File: src/rtl/dcache_wb_buffer_if.sv
// Eviction, memory-write and lookup signals of the dcache write-back buffer.
// slave: buffer side; master: dcache controller / memory side.
interface dcache_wb_buffer_if;
   logic         evict_valid;
   logic         evict_ready;
   logic [27:0]  evict_addr;
   logic [127:0] evict_data;
   logic         wr_req;
   logic [31:0]  wr_addr;
   logic         wr_addr_ready;
   logic [31:0]  wr_data;
   logic         wr_data_valid;
   logic         wr_last;
   logic         wr_data_ready;
   logic         wr_resp_valid;
   logic [27:0]  lookup_addr;
   logic         lookup_hit;
   logic [127:0] lookup_data;
   logic         empty;

   modport slave (
      input  evict_valid, evict_addr, evict_data,
      input  wr_addr_ready, wr_data_ready, wr_resp_valid,
      input  lookup_addr,
      output evict_ready, wr_req, wr_addr,
      output wr_data, wr_data_valid, wr_last,
      output lookup_hit, lookup_data, empty
   );

   modport master (
      output evict_valid, evict_addr, evict_data,
      output wr_addr_ready, wr_data_ready, wr_resp_valid,
      output lookup_addr,
      input  evict_ready, wr_req, wr_addr,
      input  wr_data, wr_data_valid, wr_last,
      input  lookup_hit, lookup_data, empty
   );
endinterface

File: src/rtl/dcache_wb_buffer.sv
// Dcache write-back buffer: FIFO of dirty lines drained as addr/4-beat/resp.
// Ports: clk, rst (async, active-low), bus (dcache_wb_buffer_if.slave).
// Macro DCACHE_WB_FORWARD_EN: per-entry address match forwarding on lookup;
// undefined: lookup_hit = any entry pending, lookup_data = 0.
module dcache_wb_buffer #(
   parameter int DEPTH = 2,
   parameter int BEATS = 4
) (
   input  logic              clk,
   input  logic              rst,
   dcache_wb_buffer_if.slave bus
);
   localparam int PW = (DEPTH > 1) ? $clog2(DEPTH) : 1;
   localparam int CW = PW + 1;
   localparam int BW = $clog2(BEATS);

   typedef enum logic [1:0] {IDLE, ADDR, DATA, RESP} state_t;

   logic [27:0]      addr_q [DEPTH];
   logic [127:0]     data_q [DEPTH];
   logic [DEPTH-1:0] vld_q, vld_d;
   logic [PW-1:0]    wptr_q, wptr_d;
   logic [PW-1:0]    rptr_q, rptr_d;
   logic [CW-1:0]    cnt_q, cnt_d;
   state_t           st_q;
   logic [BW-1:0]    beat_q;
   logic             wr_req_q;
   logic             wr_dv_q;
   logic             wr_last_q;
   logic             push;
   logic             pop;
   logic             hit;
   logic [127:0]     ldata;

   assign bus.evict_ready = (cnt_q < CW'(DEPTH));
   assign push = bus.evict_valid && bus.evict_ready;
   assign pop  = (st_q == RESP) && bus.wr_resp_valid;

   // push and pop never target the same slot: pop needs cnt>0,
   // push needs cnt<DEPTH, so wptr==rptr cannot hold for both
   always_comb begin
      vld_d  = vld_q;
      wptr_d = wptr_q;
      rptr_d = rptr_q;
      cnt_d  = cnt_q;
      if (pop) begin
         vld_d[rptr_q] = 1'b0;
         rptr_d        = rptr_q + 1'b1;
      end
      if (push) begin
         vld_d[wptr_q] = 1'b1;
         wptr_d        = wptr_q + 1'b1;
      end
      case ({push, pop})
         2'b10:   cnt_d = cnt_q + 1'b1;
         2'b01:   cnt_d = cnt_q - 1'b1;
         default: cnt_d = cnt_q;
      endcase
   end

   always_ff @(posedge clk) begin
      if (push) begin
         addr_q[wptr_q] <= bus.evict_addr;
         data_q[wptr_q] <= bus.evict_data;
      end
   end

   always_ff @(posedge clk or negedge rst) begin
      if (!rst) begin
         vld_q  <= '0;
         wptr_q <= '0;
         rptr_q <= '0;
         cnt_q  <= '0;
      end else begin
         vld_q  <= vld_d;
         wptr_q <= wptr_d;
         rptr_q <= rptr_d;
         cnt_q  <= cnt_d;
      end
   end

   // drain FSM; the head stays in the FIFO until its response
   always_ff @(posedge clk or negedge rst) begin
      if (!rst) begin
         st_q      <= IDLE;
         beat_q    <= '0;
         wr_req_q  <= 1'b0;
         wr_dv_q   <= 1'b0;
         wr_last_q <= 1'b0;
      end else begin
         unique case (st_q)
            IDLE: begin
               if (cnt_q != '0) begin
                  st_q     <= ADDR;
                  wr_req_q <= 1'b1;
               end
            end
            ADDR: begin
               if (bus.wr_addr_ready) begin
                  st_q      <= DATA;
                  wr_req_q  <= 1'b0;
                  wr_dv_q   <= 1'b1;
                  beat_q    <= '0;
                  wr_last_q <= (BEATS == 1);
               end
            end
            DATA: begin
               if (bus.wr_data_ready) begin
                  if (beat_q == BW'(BEATS - 1)) begin
                     st_q      <= RESP;
                     wr_dv_q   <= 1'b0;
                     wr_last_q <= 1'b0;
                     beat_q    <= '0;
                  end else begin
                     beat_q    <= beat_q + 1'b1;
                     wr_last_q <= (beat_q == BW'(BEATS - 2));
                  end
               end
            end
            RESP: begin
               if (bus.wr_resp_valid) st_q <= IDLE;
            end
            default: st_q <= IDLE;
         endcase
      end
   end

   assign bus.wr_req        = wr_req_q;
   assign bus.wr_addr       = wr_req_q ? {addr_q[rptr_q], 4'h0} : '0;
   assign bus.wr_data_valid = wr_dv_q;
   assign bus.wr_last       = wr_last_q;
   assign bus.wr_data       = wr_dv_q ?
                              data_q[rptr_q][{beat_q, 5'b0} +: 32] : '0;
   assign bus.empty         = (vld_q == '0) && (st_q == IDLE);

`ifdef DCACHE_WB_FORWARD_EN
   logic [PW-1:0] idx;

   // walk oldest to youngest so the youngest match overrides
   always_comb begin
      hit   = 1'b0;
      ldata = '0;
      idx   = '0;
      for (int i = 0; i < DEPTH; i++) begin
         idx = rptr_q + PW'(i);
         if (vld_q[idx] && (addr_q[idx] == bus.lookup_addr)) begin
            hit   = 1'b1;
            ldata = data_q[idx];
         end
      end
   end
`else
   logic unused_lookup;

   assign unused_lookup = ^bus.lookup_addr;
   assign hit           = (cnt_q != '0);
   assign ldata         = '0;
`endif

   assign bus.lookup_hit  = hit;
   assign bus.lookup_data = ldata;
endmodule

File: src/flat_wrapper.sv
// flat-port wrapper written by rule: the top's interface ports become plain ports
module dcache_wb_buffer_flat 
#(
   parameter int DEPTH = 2,
   parameter int BEATS = 4
)
  (clk, rst, bus_evict_valid, bus_evict_addr, bus_evict_data, bus_wr_addr_ready, bus_wr_data_ready, bus_wr_resp_valid, bus_lookup_addr, bus_evict_ready, bus_wr_req, bus_wr_addr, bus_wr_data, bus_wr_data_valid, bus_wr_last, bus_lookup_hit, bus_lookup_data, bus_empty);
  dcache_wb_buffer_if bus_i ();
  input  logic clk;
  input  logic rst;
  input wire logic [$bits(bus_i.evict_valid)-1:0] bus_evict_valid;
  input wire logic [$bits(bus_i.evict_addr)-1:0] bus_evict_addr;
  input wire logic [$bits(bus_i.evict_data)-1:0] bus_evict_data;
  input wire logic [$bits(bus_i.wr_addr_ready)-1:0] bus_wr_addr_ready;
  input wire logic [$bits(bus_i.wr_data_ready)-1:0] bus_wr_data_ready;
  input wire logic [$bits(bus_i.wr_resp_valid)-1:0] bus_wr_resp_valid;
  input wire logic [$bits(bus_i.lookup_addr)-1:0] bus_lookup_addr;
  output wire logic [$bits(bus_i.evict_ready)-1:0] bus_evict_ready;
  output wire logic [$bits(bus_i.wr_req)-1:0] bus_wr_req;
  output wire logic [$bits(bus_i.wr_addr)-1:0] bus_wr_addr;
  output wire logic [$bits(bus_i.wr_data)-1:0] bus_wr_data;
  output wire logic [$bits(bus_i.wr_data_valid)-1:0] bus_wr_data_valid;
  output wire logic [$bits(bus_i.wr_last)-1:0] bus_wr_last;
  output wire logic [$bits(bus_i.lookup_hit)-1:0] bus_lookup_hit;
  output wire logic [$bits(bus_i.lookup_data)-1:0] bus_lookup_data;
  output wire logic [$bits(bus_i.empty)-1:0] bus_empty;
  assign bus_i.evict_valid = bus_evict_valid;
  assign bus_i.evict_addr = bus_evict_addr;
  assign bus_i.evict_data = bus_evict_data;
  assign bus_i.wr_addr_ready = bus_wr_addr_ready;
  assign bus_i.wr_data_ready = bus_wr_data_ready;
  assign bus_i.wr_resp_valid = bus_wr_resp_valid;
  assign bus_i.lookup_addr = bus_lookup_addr;
  assign bus_evict_ready = bus_i.evict_ready;
  assign bus_wr_req = bus_i.wr_req;
  assign bus_wr_addr = bus_i.wr_addr;
  assign bus_wr_data = bus_i.wr_data;
  assign bus_wr_data_valid = bus_i.wr_data_valid;
  assign bus_wr_last = bus_i.wr_last;
  assign bus_lookup_hit = bus_i.lookup_hit;
  assign bus_lookup_data = bus_i.lookup_data;
  assign bus_empty = bus_i.empty;
  dcache_wb_buffer #(.DEPTH(DEPTH), .BEATS(BEATS)) u_core (.clk(clk), .rst(rst), .bus(bus_i));
endmodule
File: config.mk
export PLATFORM = sky130hd
export DESIGN_NAME = dcache_wb_buffer_flat
export DESIGN_NICKNAME = d
export VERILOG_FILES = /design/src/rtl/dcache_wb_buffer_if.sv /design/src/rtl/dcache_wb_buffer.sv /design/src/flat_wrapper.sv
export SDC_FILE = /design/constraint.sdc
export NUM_CORES = 1
export LEC_CHECK = 0
export CAP_MARGIN = 20
export CORE_ASPECT_RATIO = 1.4
export CORE_MARGIN = 5
export CORE_UTILIZATION = 30
export DETAILED_ROUTE_END_ITERATION = 16
export PLACE_DENSITY = 0.6
export SLEW_MARGIN = 20
export SYNTH_ARGS = -nofsm -noshare
export SYNTH_HDL_FRONTEND = slang
export SYNTH_SLANG_ARGS = --single-unit
export TNS_END_PERCENT = 100
File: constraint.sdc
create_clock -name clk -period 9.6 [get_ports clk]
set_input_delay 0.96 -clock clk [delete_from_list [all_inputs] [get_ports clk]]
set_output_delay 0.96 -clock clk [all_outputs]
set_load 0.005 [all_outputs]
; Word-level counts from Yosys, hierarchy flattened
; Memory sizes are Yosys's and may differ from the RTL's.
; Cells that the tools add are included.
[op_classes]
addsub = 5
magnitude_cmp = 5
eq_ne = 12
n_shift = 1
n_mux = 31
bitwise_logic = 3
n_reduce_logical = 15
[op_table]
columns = op, n
row1 = $shiftx 128x8->32, 1
row2 = $mux 32, 2
row3 = $mux 2, 10
row4 = $mux 1, 11
row5 = $eq 2x2->1 const B, 5
row6 = $ne 2x2->1 const B, 4
row7 = $pmux 2 s2, 2
row8 = $pmux 2 s4, 1
row9 = $reduce_bool 2->1, 4
row10 = $pmux 1 s2, 3
row11 = $reduce_and 3->1, 2
row12 = $logic_and 1x1->1, 5
row13 = $reduce_and 5->1, 1
row14 = $add 2x1->2 const B, 2
row15 = $eq 2x1->1 const B, 2
row16 = $logic_not 2->1, 2
row17 = $lt 1x2->1 const B, 2
row18 = $reduce_and 4->1, 1
row19 = $add 1x1->1 const B, 2
row20 = $and 2x2->2, 1
row21 = $demux 1 s1, 2
row22 = $ge 1x1->1 const B, 2
row23 = $lt 2x2->1 const B, 1
row24 = $ne 2x1->1 const B, 1
row25 = other kinds (3), 3
[word_totals]
ff_bits = 13
ram_bits = 312
out_inout_bits = 198
n_memories = 2
[memory_table]
columns = name, words, word_bits, rd, rd_ports_with_merged_regs, wr, line_no
row1 = u_core.data_q, 2, 128, 1, 0, 1, dcache_wb_buffer.sv:20  ; logic [127:0] data_q [DEPTH];
row2 = u_core.addr_q, 2, 28, 1, 0, 1, dcache_wb_buffer.sv:19  ; logic [27:0] addr_q [DEPTH];

; Depth between registers and ports, before layout
[depth]
ltp_word = 9
ltp_mapped = 7

; Worst setup path after synthesis
; No wires, ideal clock.
[synth_path]
kind = input to register
start = input bus_evict_valid
end = memory u_core.addr_q[0][0] (enable)
setup_time_ns = 0.674
t_arrival_ns = 7.546
setup_slack_ns = 1.380
stages = 2
path_buffers = 0
cell_sequence = nand2_1 -> nor2_1
[synth_via]
elab_chain_len = 3
[synth_lines]
columns = item, line_no
row1 = start: declaration, flat_wrapper.sv:11  ; input wire logic [$bits(bus_i.evict_valid)-1:0] bus_evict_valid;
row2 = $logic_and 1x1->1, dcache_wb_buffer.sv:36  ; assign push = bus.evict_valid && bus.evict_ready;
row3 = $mux 1, dcache_wb_buffer.sv:62  ; if (push) begin
row4 = $mux 1 (not written as such), dcache_wb_buffer.sv:63  ; addr_q[wptr_q] <= bus.evict_addr;
row5 = end: declaration, dcache_wb_buffer.sv:19
; Every way passes these cells.

; Worst setup path in the final report
[layout_path]
start = register u_core.beat_q[0]
end = output bus_wr_data[31]
[layout_via]
elab_chain_len = 2
[layout_lines]
columns = item, line_no
row1 = start: declaration, dcache_wb_buffer.sv:26  ; logic [BW-1:0] beat_q;
row2 = start signal: assignment, dcache_wb_buffer.sv:115  ; beat_q <= beat_q + 1'b1;
row3 = $shiftx 128x8->32, dcache_wb_buffer.sv:133  ; data_q[rptr_q][{beat_q, 5'b0} +: 32] : '0;
row4 = $mux 32, dcache_wb_buffer.sv:132  ; assign bus.wr_data = wr_dv_q ?
row5 = end: declaration, flat_wrapper.sv:21  ; output wire logic [$bits(bus_i.wr_data)-1:0] bus_wr_data;
; Every way passes these cells.

==> metrics.cfg <==
[power]
p_comb_share_pct = 27.4
vdd_ir_drop_max_mv = 0.213
p_per_area_nw_per_um2 = 258
p_leak_nw = 5.87
power.internal_mw = 3.21
seq_power_share_pct = 45.3
power_switching_mw = 1.19
clkPwrFrac_pct = 27.3
switching_share_pct = 27.0

[final_layout]
drive_gt1_share_pct = 12.1
area_growth_pct = 25.4
final_cell_mix = edfxtp_1, clkdlybuf4s50_1, conb_1, mux4_2, mux2i_1
num-nets-final = 1167
fin_util_pct = 37.9
final_common_cell = edfxtp_1

[setup_path]
cp-start-kind = flop
end_kind = output port
worstPathRequired_ns = 8.64
reg2reg_slack_ns = 7.20
worstReg2RegStart = u_core.cnt_q[1]
cpPeakStageDelay_ns = 0.75
endpoint = bus_wr_data[31]
crit_slowest_cell = buf_4
path_cells = buf_4 -> mux4_1 -> mux2i_1 -> nor2_1 -> clkdlybuf4s50_1
arrival_ns = 3.51
cp_max_fo = 42
r2r_cells = 3
criticalPathCategory = flop to output port
cp-startpoint = u_core.beat_q[0]
r2r-end = u_core.data_q[1][99]

[yosys]
yosys.area.top_type = edfxtp_1
ys_warn_count = 0
ys_seq_elements = 325
synth.top_cell.area_share_pct = 68.9
synthArstFlopShare_pct = 4.00
syn_avg_cell_area_um2 = 18.7
synth_cell_types = 31
synthAdderAreaFrac_pct = 0.828
synthXorXnorAreaFrac_pct = 0.322
synth.area.top_cells = edfxtp_1, mux4_2, buf_4, mux2i_1, dfrtp_1
synth_cells = 729
synth_ff_type = edfxtp_1
yosys.area_share.simple_pct = 2.83
synth_top_family_by_area = multiplexers
synth_mux_area_share_pct = 15.2
syn_area_um2 = 13600
ys_seq_area_share_pct = 71.3
synth-compound-area-share_pct = 0.635
synth-edff-count = 312

[die]
die_w_um = 190
die_h_um = 262
initial_utilization_pct = 30.2
die-area_um2 = 49800
ioPinCount = 388
core.rowCount = 92
core_region_area_um2 = 45000

[clock_tree]
clkTransAtPathRegs_ns = 0.06
max-clock-path-buffers = 3
holdBufCountCts = 0
cts_tree = built
cts-root-buf = clkbuf_16
cts.sinks = 325
ctsResizeCount = 0
postCtsSetupRepairBufs = 0
cts_made_buffers = 31
htreeDepth = 1
insertion_delay_ns = 0.56

[timing]
timing_hold_violations_final = 0
fin_setup_tns_ns = 0
slew_headroom_pct = 33.5
fin_crit_sh_pct = 46.6
period_needed_ns = 4.47
skew_ns = 0.00975
rsz0062_at_grt = no
setup_violations = 0
finalMaxSlewViolations = 0
timing_worst_slew_pin_value_ns = 0.997
fmax_mhz = 223

[global_routing]
grt_pass1_vias = 7118
grt_remaining_overflow = 0
grt_pass1_wl_um = 41100
grt_max_degree = 157
globalRouteTotalUtil_pct = 10.7
antenna_found_initial = 3

[routing]
drt-total-wl_um = 28200
detailroute.via_count = 6648
drt-initial-drc-count = 229
post_drt_via_cell_ratio = 4.15
antenna_left = 0
drc = 0
dr.pass1.iters = 6
wl_per_cell_um = 17.6

[run]
drv_cap = 0

[status]
status = finished clean

[placement]
port_buffers = 227
gp_congestion = 0.694
dp_hpwl_um = 18700

[min_path]
hp-class = flop to flop

==> synthesized netlist by cell type (2+ instances only) <==
cell type,n
edfxtp_1,312
buf_4,132
mux4_2,63
mux2i_1,61
nor2_1,37
nor2b_1,30
buf_2,15
dfrtp_1,13
inv_1,12
ha_1,9
clkbuf_1,7
nand2_1,7
o21ai_0,6
xnor2_1,5
a22o_1,2
buf_6,2
buf_8,2
==> sequential cells by signal (all words and copies together) (netlist names) <==
name / flops
u_core.data_q: 256
u_core.cnt_q: 2
u_core.st_q: 2
u_core.beat_q: 2
u_core.rptr_q: 1
u_core.addr_q: 56
u_core.vld_q: 2
u_core.bus.wr_data_valid: 1
u_core.bus.wr_last: 1
u_core.wptr_q: 1
u_core.bus.wr_req: 1
==> worst max-delay path, delay by kind of cell (launching register included) <==
kind	cells	cell delay, ns
buffers and inverters	2	1.24
multiplexers	2	0.79
flip-flops	1	0.74
AND/OR/NAND/NOR	1	0.08
==> cells by family after synthesis <==
| kind of cell | after synthesis |
|---|---|
| AND/OR/NAND/NOR | 79 |
| buffers and inverters | 171 |
| AO/OA/AOI/OAI | 13 |
| adder cells (fa/ha/maj) | 9 |
| multiplexers | 126 |
| flip-flops | 325 |
| other | 1 |
| XOR/XNOR | 5 |
==> cell type report <==
class                      count  area [um^2]
clock buffer                  35          791
fill                        4116        28000
timing repair buffer         234         2340
clock inverter                20          204
inverter                      12         45.0
antenna                        2         5.00
multi-input combinational    364         3200
tap                          611          764
sequential                   325         9700
==> power groups by stage <==
stage               clock network (mW)  registers [mW]  logic [mW]
global route                      1.30            2.02        1.32
CTS                               1.24            2.00        1.24
global placement                     0            2.02        1.23
finish                            1.20            1.99        1.21
detailed placement                   0            2.03        1.24
floorplan                            0            1.98       0.767
==> per-layer routing <==
metal / vias to the layer above / wire, um / GRT usage (%)
met5: - / 7 / 0
met4: 2 / 751 / 3.54
met3: 46 / 2190 / 2.11
met2: 301 / 15400 / 20.9
met1: 3299 / 9840 / 11.5
li1: 3000 / - / -
==> through the flow <==
step	setup WS, ns	instances	power, mW	instance area (um^2)	hold WS, ns
detailed placement	5.60	1546	3.27	16100	0.480
global route	4.78	1603	4.64	17100	0.516
global placement	5.62	1546	3.25	16100	0.463
CTS	4.96	1601	4.49	17000	0.495
floorplan	1.38	860	2.75	14100	0.451
finish	5.13	1603	4.40	17100	0.490
==> worst min path at each step <==
stage	to	depth (start not counted)	start	slack (ns)
final	u_core.vld_q[1]	1	u_core.vld_q[1]	0.49
after global routing	u_core.vld_q[1]	1	u_core.vld_q[1]	0.52
after CTS	u_core.vld_q[1]	1	u_core.vld_q[1]	0.49
after detailed placement	u_core.vld_q[1]	1	u_core.vld_q[1]	0.48
after global placement	u_core.vld_q[1]	1	u_core.vld_q[1]	0.46
after floorplan	u_core.vld_q[1]	1	u_core.vld_q[1]	0.45
No activity file was read; power rests on OpenSTA's default activity.
